### src/rtl/lau_pkg.sv
// lau_pkg: shared types and helpers for the arbitration blocks.
//   speed_e      - selects the prefix network structure (SLOW/MEDIUM/FAST)
//   arb_state_e  - round-robin arbiter FSM states
//   log2floor()  - floor(log2(n)) for elaboration-time sizing
package lau_pkg;

  typedef enum logic [1:0] {
    SLOW   = 2'd0,
    MEDIUM = 2'd1,
    FAST   = 2'd2
  } speed_e;

  typedef enum logic {
    IDLE  = 1'b0,
    GRANT = 1'b1
  } arb_state_e;

  function automatic int log2floor(input int n);
    int r;
    r = 0;
    for (int i = 1; i < 32; i++) begin
      if ((n >> i) != 0) r = i;
    end
    return r;
  endfunction

endpackage

### src/rtl/prefix_and.sv
// PrefixAnd: y[i] = &x[i:0] for every i.
//   width - vector width
//   speed - SLOW: serial ripple chain
//           MEDIUM: Sklansky (divide-and-conquer) network
//           FAST: Kogge-Stone network
// Ports:
//   x - input vector
//   y - inclusive prefix-AND of x
// All three structures compute the same function.
module PrefixAnd
  import lau_pkg::*;
#(
  parameter int     width = 8,
  parameter speed_e speed = FAST
) (
  input  logic [width-1:0] x,
  output logic [width-1:0] y
);

  // Number of doubling levels needed to span width bits.
  localparam int LEVELS = log2floor(width - 1) + 1;

  if (speed == SLOW) begin : g_slow
    always_comb begin
      logic acc;
      acc = 1'b1;
      y   = '0;
      for (int i = 0; i < width; i++) begin
        acc  = acc & x[i];
        y[i] = acc;
      end
    end
  end else if (speed == MEDIUM) begin : g_medium
    always_comb begin
      logic [width-1:0] p;
      logic [width-1:0] n;
      p = x;
      n = x;
      for (int l = 0; l < LEVELS; l++) begin
        n = p;
        // Upper half of each 2^(l+1) block picks up the last bit of the
        // lower half, which is already complete for its block.
        for (int i = 0; i < width; i++) begin
          if (((i >> l) & 1) == 1) n[i] = p[i] & p[((i >> l) << l) - 1];
        end
        p = n;
      end
      y = p;
    end
  end else begin : g_fast
    always_comb begin
      logic [width-1:0] p;
      logic [width-1:0] n;
      p = x;
      n = x;
      for (int l = 0; l < LEVELS; l++) begin
        n = p;
        for (int i = 0; i < width; i++) begin
          if (i >= (1 << l)) n[i] = p[i] & p[i - (1 << l)];
        end
        p = n;
      end
      y = p;
    end
  end

endmodule

### src/rtl/prefix_rr_arbiter.sv
// prefix_rr_arbiter: registered round-robin arbiter built on prefix-AND
// lowest-set-bit searches.
// Handshake: valid_o/gnt_o/idx_o present a grant; a handshake happens on a
// rising edge where valid_o=1 and ready_i=1. While valid_o=1 and ready_i=0 the
// grant is held unchanged whatever req_i does. On a handshake a new grant may
// be registered in the same edge (one grant per cycle).
// Ports:
//   clk_i   - clock, rising edge
//   rst_ni  - asynchronous active-low reset
//   clear_i - synchronous clear to the reset state (highest priority)
//   req_i   - per-requester request vector
//   ready_i - consumer accepts the current grant
//   valid_o - grant presented
//   gnt_o   - one-hot grant, zero when valid_o=0
//   idx_o   - binary index of the granted requester
//   state_o - debug: FSM state (arb_state_e value, GRANT=1)
//   ptr_o   - debug: round-robin priority pointer
module prefix_rr_arbiter
  import lau_pkg::*;
#(
  parameter int     width = 8,
  parameter speed_e speed = FAST,
  localparam int    IW    = $clog2(width)
) (
  input  logic             clk_i,
  input  logic             rst_ni,
  input  logic             clear_i,
  input  logic [width-1:0] req_i,
  input  logic             ready_i,
  output logic             valid_o,
  output logic [width-1:0] gnt_o,
  output logic [IW-1:0]    idx_o,
  output logic             state_o,
  output logic [IW-1:0]    ptr_o
);

  arb_state_e       state_q, state_n;
  logic [width-1:0] gnt_q, gnt_n;
  logic [IW-1:0]    idx_q, idx_n;
  logic [IW-1:0]    ptr_q, ptr_n;

  logic [IW-1:0]    base;
  logic [width-1:0] mask;
  logic [width-1:0] req_m;
  logic [width-1:0] pa_m, pa_u;
  logic [width-1:0] sel_m, sel_u, sel;
  logic [IW-1:0]    sel_idx;

  // (v + 1) mod width, also correct for non-power-of-two widths.
  function automatic logic [IW-1:0] wrap_inc(input logic [IW-1:0] v);
    return (int'(v) == width - 1) ? '0 : v + 1'b1;
  endfunction

  // In GRANT the base only matters on a handshake, where the new pointer
  // would be idx+1; using that directly avoids a cycle of pointer latency.
  always_comb begin
    base = (state_q == GRANT) ? wrap_inc(idx_q) : ptr_q;
  end

  always_comb begin
    mask = '0;
    for (int i = 0; i < width; i++) begin
      mask[i] = (i >= int'(base));
    end
  end

  assign req_m = req_i & mask;

  PrefixAnd #(.width(width), .speed(speed)) u_pa_masked (
    .x (~req_m),
    .y (pa_m)
  );

  PrefixAnd #(.width(width), .speed(speed)) u_pa_unmasked (
    .x (~req_i),
    .y (pa_u)
  );

  // Shifted prefix bit i is 1 when no request is set below i, so ANDing it
  // with the request keeps only the lowest set bit.
  assign sel_m = req_m & {pa_m[width-2:0], 1'b1};
  assign sel_u = req_i & {pa_u[width-2:0], 1'b1};
  assign sel   = (|sel_m) ? sel_m : sel_u;

  always_comb begin
    sel_idx = '0;
    for (int i = 0; i < width; i++) begin
      if (sel[i]) sel_idx = sel_idx | IW'(i);
    end
  end

  always_comb begin
    state_n = state_q;
    gnt_n   = gnt_q;
    idx_n   = idx_q;
    ptr_n   = ptr_q;
    if (clear_i) begin
      state_n = IDLE;
      gnt_n   = '0;
      idx_n   = '0;
      ptr_n   = '0;
    end else begin
      case (state_q)
        IDLE: begin
          if (|req_i) begin
            state_n = GRANT;
            gnt_n   = sel;
            idx_n   = sel_idx;
          end
        end
        GRANT: begin
          if (ready_i) begin
            ptr_n = wrap_inc(idx_q);
            if (|req_i) begin
              gnt_n = sel;
              idx_n = sel_idx;
            end else begin
              state_n = IDLE;
              gnt_n   = '0;
              idx_n   = '0;
            end
          end
        end
        default: begin
          state_n = IDLE;
          gnt_n   = '0;
          idx_n   = '0;
          ptr_n   = '0;
        end
      endcase
    end
  end

  always_ff @(posedge clk_i or negedge rst_ni) begin
    if (!rst_ni) begin
      state_q <= IDLE;
      gnt_q   <= '0;
      idx_q   <= '0;
      ptr_q   <= '0;
    end else begin
      state_q <= state_n;
      gnt_q   <= gnt_n;
      idx_q   <= idx_n;
      ptr_q   <= ptr_n;
    end
  end

  assign valid_o = (state_q == GRANT);
  assign gnt_o   = gnt_q;
  assign idx_o   = idx_q;
  assign state_o = state_q;
  assign ptr_o   = ptr_q;

endmodule

### config.mk
export PLATFORM = sky130hd
export DESIGN_NAME = prefix_rr_arbiter
export DESIGN_NICKNAME = d
export VERILOG_FILES = /design/src/rtl/lau_pkg.sv /design/src/rtl/prefix_and.sv /design/src/rtl/prefix_rr_arbiter.sv
export SDC_FILE = /design/constraint.sdc
export NUM_CORES = 1
export LEC_CHECK = 0
export BUFFER_PORTS_ARGS = -buffer_cell sky130_fd_sc_hd__buf_2
export CORE_MARGIN = 4
export CORE_UTILIZATION = 38
export DETAILED_ROUTE_END_ITERATION = 16
export GPL_TIMING_DRIVEN = 0
export SYNTH_ARGS = -nofsm -noshare
export SYNTH_HDL_FRONTEND = slang
export SYNTH_HIERARCHICAL = 1
export SYNTH_SLANG_ARGS = --single-unit
### constraint.sdc
create_clock -name clk_i -period 3.5 [get_ports clk_i]
set_input_delay 0.7 -clock clk_i [delete_from_list [all_inputs] [get_ports clk_i]]
set_output_delay 0.7 -clock clk_i [all_outputs]
set_load 0.02 [all_outputs]
### After elaboration in Yosys (flattened, before gate mapping)

Cells that the tools add are included.

* add/subtract/negate cells: 1
* magnitude comparators: 7
* eq/ne operators: 3
* muxes and demuxes: 27
* bitwise logic cells: 34
* reduce and logical (&&, ||, !) cells: 6

Operators with widths (count)
* 2-to-1 mux 8 bit: 5
* 2-to-1 mux 3 bit: 13
* AND 1 bit: 28
* AND 8 bit: 3
* one-hot mux 8 bit (2 select lines): 1
* OR reduction 8 bit: 2
* inverter 7 bit: 2
* >= comparator 3 bit, first input constant: 3
* >= comparator 1 x 3 -> 1 bit, first input constant: 2
* >= comparator 2 x 3 -> 1 bit, first input constant: 2
* inequality test 3 bit, second input constant: 2
* one-hot mux 3 bit (2 select lines): 1
* 2-to-1 mux 1 bit: 4
* 2-to-1 mux 2 bit: 2
* AND reduction 2 bit: 2
* nonzero test 2 bit: 2
* adder 3 x 1 -> 3 bit, second input constant: 1
* equality test 3 x 1 -> 1 bit, second input constant: 1
* one-hot mux 1 bit (2 select lines): 1
* inverter 1 bit: 1

* flip-flop bits (word level): 15
* bits of input ports: 12
* output and inout port bits: 16
* word-level logic and storage cells: 82

### Longest topological paths before layout

Gate-level depths: netlist of run 1.

* word-level depth: 23
* gate-level depth with buffers: 12
* depth with buffers taken out: 12

### Modules after synthesis

Netlist of run 1, hierarchy kept.

By module, submodules not included
* prefix_rr_arbiter: instances 1, cells each 135, area an instance 1203.7 um^2, seq. area each 375.4 um^2
* PrefixAnd: instances 2, cells each 13, area an instance 76.3 um^2, seq. area each 0.0 um^2

### Least setup slack after synthesis of run 1

No wires, ideal clock.

* path kind: reg2reg
* start: register idx_q[0] (netlist: idx_o[0])
* end: register idx_q[1] (netlist: idx_o[1])
* setup time: 0.101 ns
* data arrival time: 3.002 ns
* data required time: 3.399 ns
* slack: 0.398 ns
* stages on the path, launching flop included: 13
* buffers on the path: 0
* period minus slack after synthesis: 3.102 ns
* cell sequence: dfrtp_1 -> ha_1 -> ha_1 -> nand2b_1 -> o32ai_2 -> nand3_1 -> nand4_2 -> nor2_1 -> and2_1 -> o21bai_1 -> a211oi_4 -> nand4_4 -> o311ai_2

* cells in the longest elaborated chain, start to end: 22
* elaborated cells between the ends (all ways): 41
* classes of those cells: 1 x add/sub; 7 x order compare; 1 x eq/ne; 14 x mux; 17 x bitwise; 1 x reduce/logical

RTL lines
* start: declaration: RTL line prefix_rr_arbiter.sv:39 `logic [IW-1:0] idx_q, idx_n;`
* start signal: assignment: RTL line prefix_rr_arbiter.sv:143 `idx_q <= idx_n;`
* adder 3 x 1 -> 3 bit / equality test 3 x 1 -> 1 bit (equally long branches): RTL line prefix_rr_arbiter.sv:51 `return (int'(v) == width - 1) ? '0 : v + 1'b1;`
* 2-to-1 mux 3 bit (*): RTL line prefix_rr_arbiter.sv:51
* 2-to-1 mux 3 bit (*): RTL line prefix_rr_arbiter.sv:57 `base = (state_q == GRANT) ? wrap_inc(idx_q) : ptr_q;`
* >= comparator 3 bit (tied with other cells): RTL line prefix_rr_arbiter.sv:63 `mask[i] = (i >= int'(base));`
* AND 8 bit (*): RTL line prefix_rr_arbiter.sv:67 `assign req_m = req_i & mask;`
* inverter 7 bit (*): RTL line prefix_rr_arbiter.sv:70 `.x (~req_m),`
* AND 1 bit (2 in a row): RTL line prefix_and.sv:59 `if (i >= (1 << l)) n[i] = p[i] & p[i - (1 << l)];`
* AND 1 bit (*): RTL line prefix_and.sv:59
* net pa_m[6]: RTL line prefix_rr_arbiter.sv:45 `logic [width-1:0] pa_m, pa_u;`
* (+2 left out)
* 2-to-1 mux 8 bit (*): RTL line prefix_rr_arbiter.sv:83 `assign sel = (|sel_m) ? sel_m : sel_u;`
* 2-to-1 mux 2 bit (2 in a row): RTL line prefix_rr_arbiter.sv:88 `if (sel[i]) sel_idx = sel_idx | IW'(i);`
* 2-to-1 mux 3 bit (3 in a row): RTL line prefix_rr_arbiter.sv:88
* 2-to-1 mux 3 bit (*): RTL line prefix_rr_arbiter.sv:88
* 2-to-1 mux 3 bit: RTL line prefix_rr_arbiter.sv:114 `if (|req_i) begin`
* 2-to-1 mux 3 bit: RTL line prefix_rr_arbiter.sv:112 `if (ready_i) begin`
* one-hot mux 3 bit (2 select lines) (*): RTL line prefix_rr_arbiter.sv:103 `case (state_q)`
* 2-to-1 mux 3 bit (*): RTL line prefix_rr_arbiter.sv:97 `if (clear_i) begin`

Mark *: on every way through the listed nets, which the timed path passes. The rest lies on a longest branch. The select of a mux whose other input is x is not followed.
A chain may end at the register's enable or synchronous reset.

### Worst setup path after layout of run 1

Same ends and word-level chain as after synthesis.

==> metrics.md, run 1 <==
| Metric | Value |
|---|---|
| Cells after Synth | ~160 |
| Outcome | completed |
| Core area | 3360 sq um |
| CTS Sinks | 15 |
| Vias in the first global route | 1,220 |
| Site Rows | 21 |
| Crit-path cells | ha_1 -> ha_1 -> nand2b_1 -> o32ai_4 -> nand3_4 -> nand4_2 -> nor2_1 -> and2_1 -> o21bai_1 -> a211oi_4 -> nand4_4 -> o311ai_2 |
| Hold Vio Cnt, Final | 0 |
| Endpoints failing setup | 0 |
| Fin Clk Skew | 0.00660 ns |
| Maximum clock frequency | 306 MHz |
| Post-cts hold buffer count | 0 |
| Die width | approximately 67 um |
| Crit path DAT | about 3.5 ns |
| Setup WS post-layout | roughly 0.23 ns |
| CTS clk-pin slew, worst paths | about 0.1 ns |
| GPL Wtd Cong | slightly above 0.9 |
| Num ports | 28 |
| Crit share post-route | 0.935 |
| Vias | 1,302 |
| CTS Buf Count | 3 |
| First-pass GRT wire length | about 6000 um |
| Post-route minimum period | 3.27 ns |
| Clock buffer depth | 2 |
| # nets final | 202 |
| CP delay by family, top | compound AO/OA/AOI/OAI gates |
| Largest net degree at the start of global routing | 16 |
| Final setup TNS | 0 ns |
| Max VDD drop | 0.000112 V |
| DIE AREA | 4500 sq um |
| Max_slew headroom | 0.567 |
| CTS tree | yes |
| Gr ovfl total | 0 |
| CP max FO | 9 |
| Vias per inst | around 5.6 |
| Max cap viols | 0 |
| Die Y | 67.1 um |
| Synthesized area | 1330 sq um |
| Critical-path top delay cell | dfrtp_1 |
| Worst Path Required | 3.69 ns |
| Initial DRC Count | 75 |
| Crit path buffers/inverters | 0 |
| CP Class | reg -> reg |
| Fin. max-slew vios | 0 |
| Initial antenna violation count | 0 |
| Final Instance Area | 1580 sq um |
| Total chip power | around 0.55 mW |
| Worst path most repeated cell | ha_1 |
| CP Launch Type | flip-flop |
| Final core utilization | 0.469 |
| Area Overhead vs Synth | 19.0% |
| Post-Route WL | 3660 um |
| Post-route ant nets | 0 |
| HPWL Detailed | 2870 um |
| Number of synthesis warnings | 6 |
| Worst hold-check path type | in -> async |
| Inserted Diodes | 0 |
| Avg WL per Cell | between 15 and 20 um |
| Overall Global Routing Usage | 0.178 |
| CP endpoint kind | flip-flop |
| Clock tree root buffer cell | clkbuf_4 |
| Placed Area | 1510 sq um |
| Worst path max stage delay | 0.49 ns |
| Static leakage | approximately 0.76 nW |
| Unrepaired setup endpoints after global routing | no |
| Slew @ Worst Pin | around 0.65 ns |
| Post-place setup slack | about 0.019 ns |
| Syn avg cell area | 8.49 sq um |
| DRC viols | 0 |
| Clk_lat worst skew | just under 0.3 ns |
| Initial Util | 0.394 |
| Syn Nets | 170 |
| Layout cells sized above 1 | 0.310 |
| DRT Pass-1 Iters | 4 |
| H-tree lvl count | 1 |
| PwrDens | approximately 350 nW/um^2 |
| Buffers on Ports | 26 |
[power by group]
part           total [mW]  switching [mW]  internal [mW]
clock network       0.106          0.0614         0.0443
registers           0.205          0.0176          0.188
logic               0.243           0.145         0.0979
total               0.554           0.224          0.330
[routing by layer]
layer,share of wire,wire (um),global-route usage
met1,0.46,1690,0.260
met5,0,0,0
met4,0.026,97,0.0709
met2,0.46,1690,0.270
met3,0.048,177,0.0101
[registers in the layout, summed over array words and instances (netlist names)]
name	cells
gnt_o	8
ptr_o	3
idx_o	3
state_o	1
[final cells by class]
| type | count | area [sq um] |
|---|---|---|
| plain buffers | 9 | 70.1 |
| clock buffers | 4 | 26.3 |
| fillers | 363 | 1790 |
| inverters | 12 | 45.0 |
| multi-input cells | 120 | 865 |
| flip-flops and latches | 15 | 375 |
| well taps | 46 | 57.6 |
| repair buffers | 27 | 138 |
[through the flow]
stage / cells / hold WS [ns]
floorplan: 156 / 0.404
global placement: 228 / 0.465
detailed placement: 228 / 0.476
CTS: 232 / 0.319
global route: 233 / 0.317
finish: 233 / 0.302
[layout by cell type, fill, tap and decap left out, types with 2 or more instances in the layout]
master and n:
dfrtp_1 15, nand4_1 3, nand2b_1 3, or3_1 2, buf_4 4, clkbuf_1 2, o21ai_0 5, mux2i_1 2
clkbuf_4 3, nor2b_1 4, nand3_1 9, and2_1 5, nor2_1 12, nand4_2 2, buf_6 3, a22oi_1 7
a21oi_1 5, o31ai_1 4, and3_2 2, and2_2 2, ha_1 2, buf_2 28, nand3b_1 2, o221ai_1 2
inv_1 12, nor3_1 2, nand2_1 20
[final timing paths]
check | start | end | slack, ns | cells after the start
max | idx_o[0]$_DFFE_PN0P_ | idx_o[1]$_DFFE_PN0P_ | 0.23 | 12
min | rst_ni | state_o$_DFF_PN0_ | 0.30 | 1
max reg2reg | idx_o[0]$_DFFE_PN0P_ | idx_o[1]$_DFFE_PN0P_ | 0.23 | 12
min reg2reg | gnt_o[4]$_DFFE_PN0P_ | gnt_o[4]$_DFFE_PN0P_ | 0.49 | 2
max in group asynchronous | rst_ni | gnt_o[7]$_DFFE_PN0P_ | 2.93 | 1
min in group clk_i | gnt_o[4]$_DFFE_PN0P_ | gnt_o[4]$_DFFE_PN0P_ | 0.49 | 2
[what timing repair did]
| action | in CTS | in global routing |
|---|---|---|
| buffers inserted | 0 | 1 |
| gates resized for setup | 0 | 4 |
| setup endpoints to repair | 0 | 11 |
Power figures use the tool's default switching activity.
==> inputs of run 2 (changes only) <==
--- a/config.mk
+++ b/config.mk
@@ -5,10 +5,11 @@
 export SDC_FILE = /design/constraint.sdc
 export NUM_CORES = 1
 export LEC_CHECK = 0
-export BUFFER_PORTS_ARGS = -buffer_cell sky130_fd_sc_hd__buf_2
 export CORE_MARGIN = 4
 export CORE_UTILIZATION = 38
+export CTS_BUF_LIST = sky130_fd_sc_hd__clkbuf_16
 export DETAILED_ROUTE_END_ITERATION = 16
+export DONT_BUFFER_PORTS = 1
 export GPL_TIMING_DRIVEN = 0
 export SYNTH_ARGS = -nofsm -noshare
 export SYNTH_HDL_FRONTEND = slang
==> constraint.sdc (replaced) <==
create_clock -name clk_i -period 2.8 [get_ports clk_i]
set_input_delay 0.56 -clock clk_i [delete_from_list [all_inputs] [get_ports clk_i]]
set_output_delay 0.56 -clock clk_i [all_outputs]
set_load 0.02 [all_outputs]
==> run 2 against run 1 <==
  * The run now ends with setup timing left
  * Core utilization is 4.2 points higher
  * Power is 62% higher
  * Clock skew is 0.0017 ns lower
  * Wire length is 12% higher
  * Global-route usage is 1.5 points higher
  * Setup slack worse by 0.31 ns
  * Clock power grew to 2.6 times the previous value
==> metrics.md, run 2 (same netlist as run 1, synthesis figures left out) <==
| Metric | Value |
|---|---|
| Avg WL per Cell | 18.5 um (+18%) |
| Reg2Reg Setup Slack | -0.08 ns (-0.31 ns) |
| Worst Path Required | 2.96 ns (-0.73 ns) |
| CTS tree | yes |
| CP delay by family, top | simple AND/OR/NAND/NOR gates |
| Final core utilization | 0.511 (+0.0424) |
| Site Rows | 21 (unchanged) |
| Sw Share | 0.350 (-0.0540) |
| # nets final | 190 (-5.9%) |
| Buffers on Ports | 0 (-100%) |
| Num ports | 28 (unchanged) |
| Maximum clock frequency | 347 MHz (+14%) |
| Layout cells sized above 1 | 0.349 (+0.0384) |
| Most common cell after layout, fill and taps aside | nand2_1 |
| CP endpoint kind | flip-flop |
| Slew @ Worst Pin | 0.696 ns (+0.0513 ns) |
| Critical Path Start | idx_o[0]$_DFFE_PN0P_ |
| Crit. path cell count | 12 (unchanged) |
| Power share of the clock group | 0.312 (+0.121) |
| Sequential share of power | 0.321 (-0.050) |
| Most frequent cells in the layout | nand2_1 (20), buf_4 (15), dfrtp_1 (13), inv_1 (12), nor2_1 (11) |
| CTS Sinks | 15 (unchanged) |
| First-pass GRT wire length | 6510 um (+8.3%) |
| Area Overhead vs Synth | 29.7% |
| Inserted Diodes | 0 (unchanged) |
| Clock tree root buffer cell | clkbuf_16 |
| CTS Buf Count | 3 (unchanged) |
| H-tree lvl count | 1 (unchanged) |
| Endpoints failing setup | 11 (+11) |
| Outcome | complete, but fails checks |
| Die width | 67.1 um (unchanged) |
| Die Y | 67.1 um (unchanged) |
| Hold Vio Cnt, Final | 0 (unchanged) |
| Worst path most repeated cell | ha_4 |
| Pint | 0.583 mW (+77%) |
| Clock buffer depth | 2 (unchanged) |
| CP Class | reg -> reg |
| Initial Util | 0.394 (unchanged) |
| Psw | 0.314 mW (+40%) |
| CP max FO | 7 (-2) |
| DIE AREA | 4500 sq um (unchanged) |
| Core area | 3360 sq um (unchanged) |
| Initial antenna violation count | 0 (unchanged) |
| Unrepaired setup endpoints after global routing | yes |
| CTS clk-pin slew, worst paths | 0.05 ns (-0.05 ns) |
| Filler Cell Count | 318 (-12%) |
| PwrDens | 522 nW/um^2 (+49%) |
| Initial DRC Count | 93 (+24%) |
| Max_slew headroom | 0.534 (-0.0324) |
| DRC viols | 0 (unchanged) |
| Vias in the first global route | 1,272 (+4.3%) |
| HPWL Detailed | 2810 um (-2.1%) |
| Largest net degree at the start of global routing | 16 (unchanged) |
| Failing checks | setup timing |
| Overall Global Routing Usage | 0.193 (+0.0149) |
| CP Launch Type | flip-flop |
| Clk_lat worst skew | 0.25 ns (-0.04 ns) |
| GPL Wtd Cong | 0.908 (-2.6%) |
| Fin. max-slew vios | 0 (unchanged) |
| Worst path max stage delay | 0.51 ns (+0.02 ns) |
| Max VDD drop | 0.000208 V (+86%) |
| Post-route minimum period | 2.88 ns (-0.391 ns) |
| Fin Clk Skew | 0.00487 ns (-0.00173 ns) |
| Critical-path top delay cell | dfrtp_2 |
| Critical path endpoint | gnt_o[1]$_DFFE_PN0P_ |
| Crit path buffers/inverters | 1 (+1) |
| R2R Path Start | idx_o[0]$_DFFE_PN0P_ |
| Largest register FFs | 8 (unchanged) |
| DRT Pass-1 Iters | 5 (+1) |
| Total chip power | 0.898 mW (+62%) |
| Vias | 1,303 (+0.077%) |
| Post-Route WL | 4090 um (+12%) |
| Static leakage | 0.726 nW (-3.9%) |
| Post-route ant nets | 0 (unchanged) |
| Vias per inst | 5.90 (+5.5%) |
| Combinational group share of total power | 0.367 (-0.071) |
| Max cap viols | 0 (unchanged) |
| Crit-path cells | ha_4 -> ha_4 -> and4b_2 -> or3_4 -> nand3_2 -> nor2_2 -> and2_4 -> o21bai_4 -> a211oi_4 -> buf_4 -> nand4_4 -> o221ai_1 |
| Worst flop-to-flop path endpoint | gnt_o[1]$_DFFE_PN0P_ |
| Gr ovfl total | 0 (unchanged) |
| Crit path DAT | 3.04 ns (-0.42 ns) |
| Setup WS post-layout | -0.0818 ns (-0.309 ns) |
| Path depth of the worst reg2reg path | 12 (unchanged) |
| Crit share post-route | 1.03 (+0.0942) |
| Worst hold-check path type | in -> reg |
==> run 2: final cells by class <==
class,count,area (sq um),share of cell area
sequential,15,378,0.220
multi-input combinational,121,977,0.568
clock buffer,3,75.1,0.0437
timing repair buffer,14,111,0.0648
tap,46,57.6,0.0335
buffer,9,70.1,0.0408
clock inverter,1,5.00,0.00291
inverter,12,45.0,0.0262
==> run 2: worst min-delay path by stage <==
stage              from                    to  slack (ns)  depth (start not counted)
6_report       req_i[5]  gnt_o[5]$_DFFE_PN0P_        0.45                          2
3_5_place_dp     rst_ni  idx_o[0]$_DFFE_PN0P_        0.26                          0
2_1_floorplan    rst_ni  gnt_o[0]$_DFFE_PN0P_        0.26                          0
5_1_grt        req_i[5]  gnt_o[5]$_DFFE_PN0P_        0.47                          2
4_1_cts          rst_ni  gnt_o[7]$_DFFE_PN0P_       0.005                          0
3_3_place_gp     rst_ni     state_o$_DFF_PN0_        0.26                          0
==> run 2: stage by stage <==
step	worst slack, ns	hold slack [ns]	cell area (sq um)	setup TNS (ns)	instances
5_1_grt	-0.183	0.474	1720	-1.48	221
3_5_place_dp	-0.401	0.265	1440	-3.17	202
3_3_place_gp	-0.341	0.265	1440	-2.91	202
6_report	-0.0818	0.454	1720	-0.568	221
4_1_cts	-0.0404	0.00477	1680	-0.0470	217
2_1_floorplan	0.00430	0.264	1380	0	156
==> run 2: per-layer routing <==
layer	routed length, um	vias to the layer above	global-route usage
met5	0	-	0
met4	125	0	0.0835
met3	282	15	0.0472
met2	1940	52	0.314
met1	1740	624	0.239
li1	-	612	-
==> run 2: repair_timing <==
action / CTS / global route
endpoints found under the hold margin: 0 / 15
hold buffers: 0 / 1
setup endpoints to repair: 11 / 11
pin swaps: 11 / 8
buffers inserted: 10 / 3
cloned: 1 / 0
gates resized for setup: 17 / 4
==> run 2: power by group through the flow <==
stage / Sequential, mW / Combinational, mW / Clock (mW)
finish: 0.289 / 0.329 / 0.280
global route: 0.292 / 0.353 / 0.297
CTS: 0.289 / 0.310 / 0.283
detailed placement: 0.292 / 0.241 / 0
global placement: 0.291 / 0.239 / 0
floorplan: 0.282 / 0.201 / 0
==> inputs of run 3 (changes only) <==
--- a/config.mk
+++ b/config.mk
@@ -5,12 +5,14 @@
 export SDC_FILE = /design/constraint.sdc
 export NUM_CORES = 1
 export LEC_CHECK = 0
+export ABC_AREA = 1
 export CORE_MARGIN = 4
 export CORE_UTILIZATION = 38
 export CTS_BUF_LIST = sky130_fd_sc_hd__clkbuf_16
 export DETAILED_ROUTE_END_ITERATION = 16
 export DONT_BUFFER_PORTS = 1
 export GPL_TIMING_DRIVEN = 0
+export RECOVER_POWER = 50
 export SYNTH_ARGS = -nofsm -noshare
 export SYNTH_HDL_FRONTEND = slang
 export SYNTH_HIERARCHICAL = 1
==> run 3 against run 2 <==
  * The run now ends clean
  * Synthesized cell count up 14%
  * First-iteration DRC count down 55%
  * Count of clock-buffer cells in the layout unchanged
  * Synthesized area down 10%
==> metrics.md, run 3 <==
| Metric | Value |
|---|---|
| Outcome | completed |
| Filler Cell Count | 299 (-6.0%) |
| Slew @ Worst Pin | 0.579 ns (-0.118 ns) |
| HPWL Detailed | 2250 um (-20%) |
| Initial DRC Count | 42 (-55%) |
| CTS Buf Count | 3 (unchanged) |
| Inserted Diodes | 0 (unchanged) |
| R2R Path Start | idx_o[0]$_DFFE_PN0P_ |
| Buffers on Ports | 0 (unchanged) |
| Vias | 1,079 (-17%) |
| Hold Vio Cnt, Final | 0 (unchanged) |
| Crit path DAT | 2.80 ns (-0.24 ns) |
| Initial antenna violation count | 0 (unchanged) |
| Fin Hold WS | 0.00959 ns (-0.444 ns) |
| Layout cells sized above 1 | 0.280 (-0.0690) |
| Overall Global Routing Usage | 0.141 (-0.0519) |
| Largest net degree at the start of global routing | 16 (unchanged) |
| Cells after Synth | 178 (+14%) |
| Worst Path Required | 2.98 ns (+0.02 ns) |
| DRT Pass-1 Iters | 4 (-1) |
| # nets final | 201 (+5.8%) |
| Final setup TNS | 0 ns (+0.568 ns) |
| Total chip power | 0.955 mW (+6.3%) |
| CTS Sinks | 15 (unchanged) |
| CP endpoint kind | flip-flop |
| Maximum clock frequency | 382 MHz (+10%) |
| Num ports | 28 (unchanged) |
| Clock tree root buffer cell | clkbuf_16 |
| H-tree lvl count | 1 (unchanged) |
| Most common cell after layout, fill and taps aside | nand2_1 |
| CP Class | reg -> reg |
| Crit share post-route | 0.935 (-0.0943) |
| Critical path endpoint | gnt_o[0]$_DFFE_PN0P_ |
| Max_slew headroom | 0.612 (+0.0781) |
| CTS clk-pin slew, worst paths | 0.05 ns (about the same) |
| PwrDens | 666 nW/um^2 (+28%) |
| Crit-path cells | ha_4 -> ha_1 -> nand2_2 -> o21ai_4 -> nor2_4 -> nand3_2 -> nand2_2 -> inv_2 -> nand2_2 -> inv_1 -> nand4_2 -> nand2_2 -> nor2_4 -> buf_4 -> nand2_1 -> a21oi_2 -> nand3_1 -> nand2_1 |
| Die Y | 64.0 um (-4.6%) |
| CP max FO | 8 (+1) |
| CTS tree | yes |
| Syn avg cell area | 6.69 sq um (-21%) |
| Post-Route WL | 2780 um (-32%) |
| Post-cts hold buffer count | 0 (unchanged) |
| Clock buffer depth | 2 (unchanged) |
| Vias in the first global route | 1,065 (-16%) |
| Max VDD drop | 0.000231 V (+11%) |
| Die width | 64.0 um (-4.6%) |
| Syn Nets | 192 (+13%) |
| Vias per inst | 4.69 (-20%) |
| Fin Clk Skew | 0.00391 ns (-0.000958 ns) |
| Fin. max-slew vios | 0 (unchanged) |
| Largest register FFs | 8 (unchanged) |
| CP Launch Type | flip-flop |
| DRC viols | 0 (unchanged) |
| Placed Area | 1250 sq um (-13%) |
| Most frequent cells in the layout | nand2_1 (48), inv_1 (37), nand2_2 (16), nor2_1 (13), dfrtp_1 (13) |
| Post-route minimum period | 2.62 ns (-0.264 ns) |
| Worst hold-check path type | in -> async |
| Setup WS post-layout | 0.182 ns (+0.264 ns) |
| Site Rows | 20 (-4.8%) |
| Path depth of the worst reg2reg path | 18 (+6) |
| Post-route ant nets | 0 (unchanged) |
| Worst flop-to-flop path endpoint | gnt_o[0]$_DFFE_PN0P_ |
| Worst path most repeated cell | nand2_2 |
| Clk_lat worst skew | 0.24 ns (about the same) |
| Core area | 3030 sq um (-10%) |
| Max cap viols | 0 (unchanged) |
| Reg2Reg Setup Slack | 0.18 ns (+0.26 ns) |
| Avg WL per Cell | 12.1 um (-35%) |
| Static leakage | 0.845 nW (+16%) |
| Endpoints failing setup | 0 (-11) |
| GPL Wtd Cong | 0.834 (-8.2%) |
| First-pass GRT wire length | 4600 um (-29%) |
| Critical Path Start | idx_o[0]$_DFFE_PN0P_ |
| Post-place setup slack | -0.00743 ns (+0.393 ns) |
| Worst path max stage delay | 0.48 ns (-0.03 ns) |
| Gr ovfl total | 0 (unchanged) |
| Initial Util | 0.393 (-0.000585) |
| DIE AREA | 4090 sq um (-8.9%) |
| Number of synthesis warnings | 6 (unchanged) |
| Area Overhead vs Synth | 20.4% |
| Critical-path top delay cell | dfrtp_2 |
| Final Instance Area | 1430 sq um (-17%) |
| Synthesized area | 1190 sq um (-10%) |
[run 3: through the flow]
stage / utilization / cells
final: 0.474 / 230
after global routing: 0.474 / 230
after CTS: 0.439 / 226
after detailed placement: 0.412 / 222
after global placement: 0.412 / 222
after floorplan: - / 178
[run 3: routing by layer]
metal,vias to the layer above,part of all wire,global-route usage
met3,2,0.038,0.0334
li1,570,-,-
met1,487,0.46,0.166
met2,20,0.50,0.244
met5,-,0,0
met4,0,0.0072,0.0593
[run 3: repair_timing]
action / CTS / global route
setup endpoints to repair: 2 / 11
cloned: 0 / 0
pin swaps: 0 / 9
gates resized for setup: 1 / 21
setup buffers: 0 / 4
[run 3: final cells by class]
type / count / area (sq um) / share of cell area
multi-input combinational: 121 / 723 / 0.504
sequential: 15 / 378 / 0.264
inverter: 38 / 143 / 0.0995
clock buffer: 3 / 75.1 / 0.0524
tap: 44 / 55.1 / 0.0384
timing repair buffer: 4 / 30.0 / 0.0209
buffer: 4 / 26.3 / 0.0183
clock inverter: 1 / 3.75 / 0.00262
[run 3: worst min-delay path by stage]
stage | from | to | slack (ns) | cells past startpoint
after floorplan | rst_ni | gnt_o[0]$_DFFE_PN0P_ | 0.26 | 0
after detailed placement | rst_ni | gnt_o[5]$_DFFE_PN0P_ | 0.26 | 0
after CTS | rst_ni | gnt_o[7]$_DFFE_PN0P_ | 0.009 | 0
after global routing | rst_ni | idx_o[1]$_DFFE_PN0P_ | 0.002 | 0
final | rst_ni | gnt_o[1]$_DFFE_PN0P_ | 0.01 | 0
after global placement | rst_ni | gnt_o[6]$_DFFE_PN0P_ | 0.26 | 0
[run 3: critical path, delay by kind of cell (launching register included)]
| kind | cells | cell delay (ns) |
|---|---|---|
| simple gates | 11 | 1.12 |
| buf+inv | 3 | 0.26 |
| fa+ha+maj | 2 | 0.46 |
| compound gates | 2 | 0.23 |
| flops | 1 | 0.48 |
[run 3: power by group]
part	switching, mW	total, mW	internal [mW]
Combinational	0.230	0.365	0.135
Sequential	0.0717	0.320	0.249
Clock	0.0808	0.269	0.189
Total	0.383	0.955	0.572
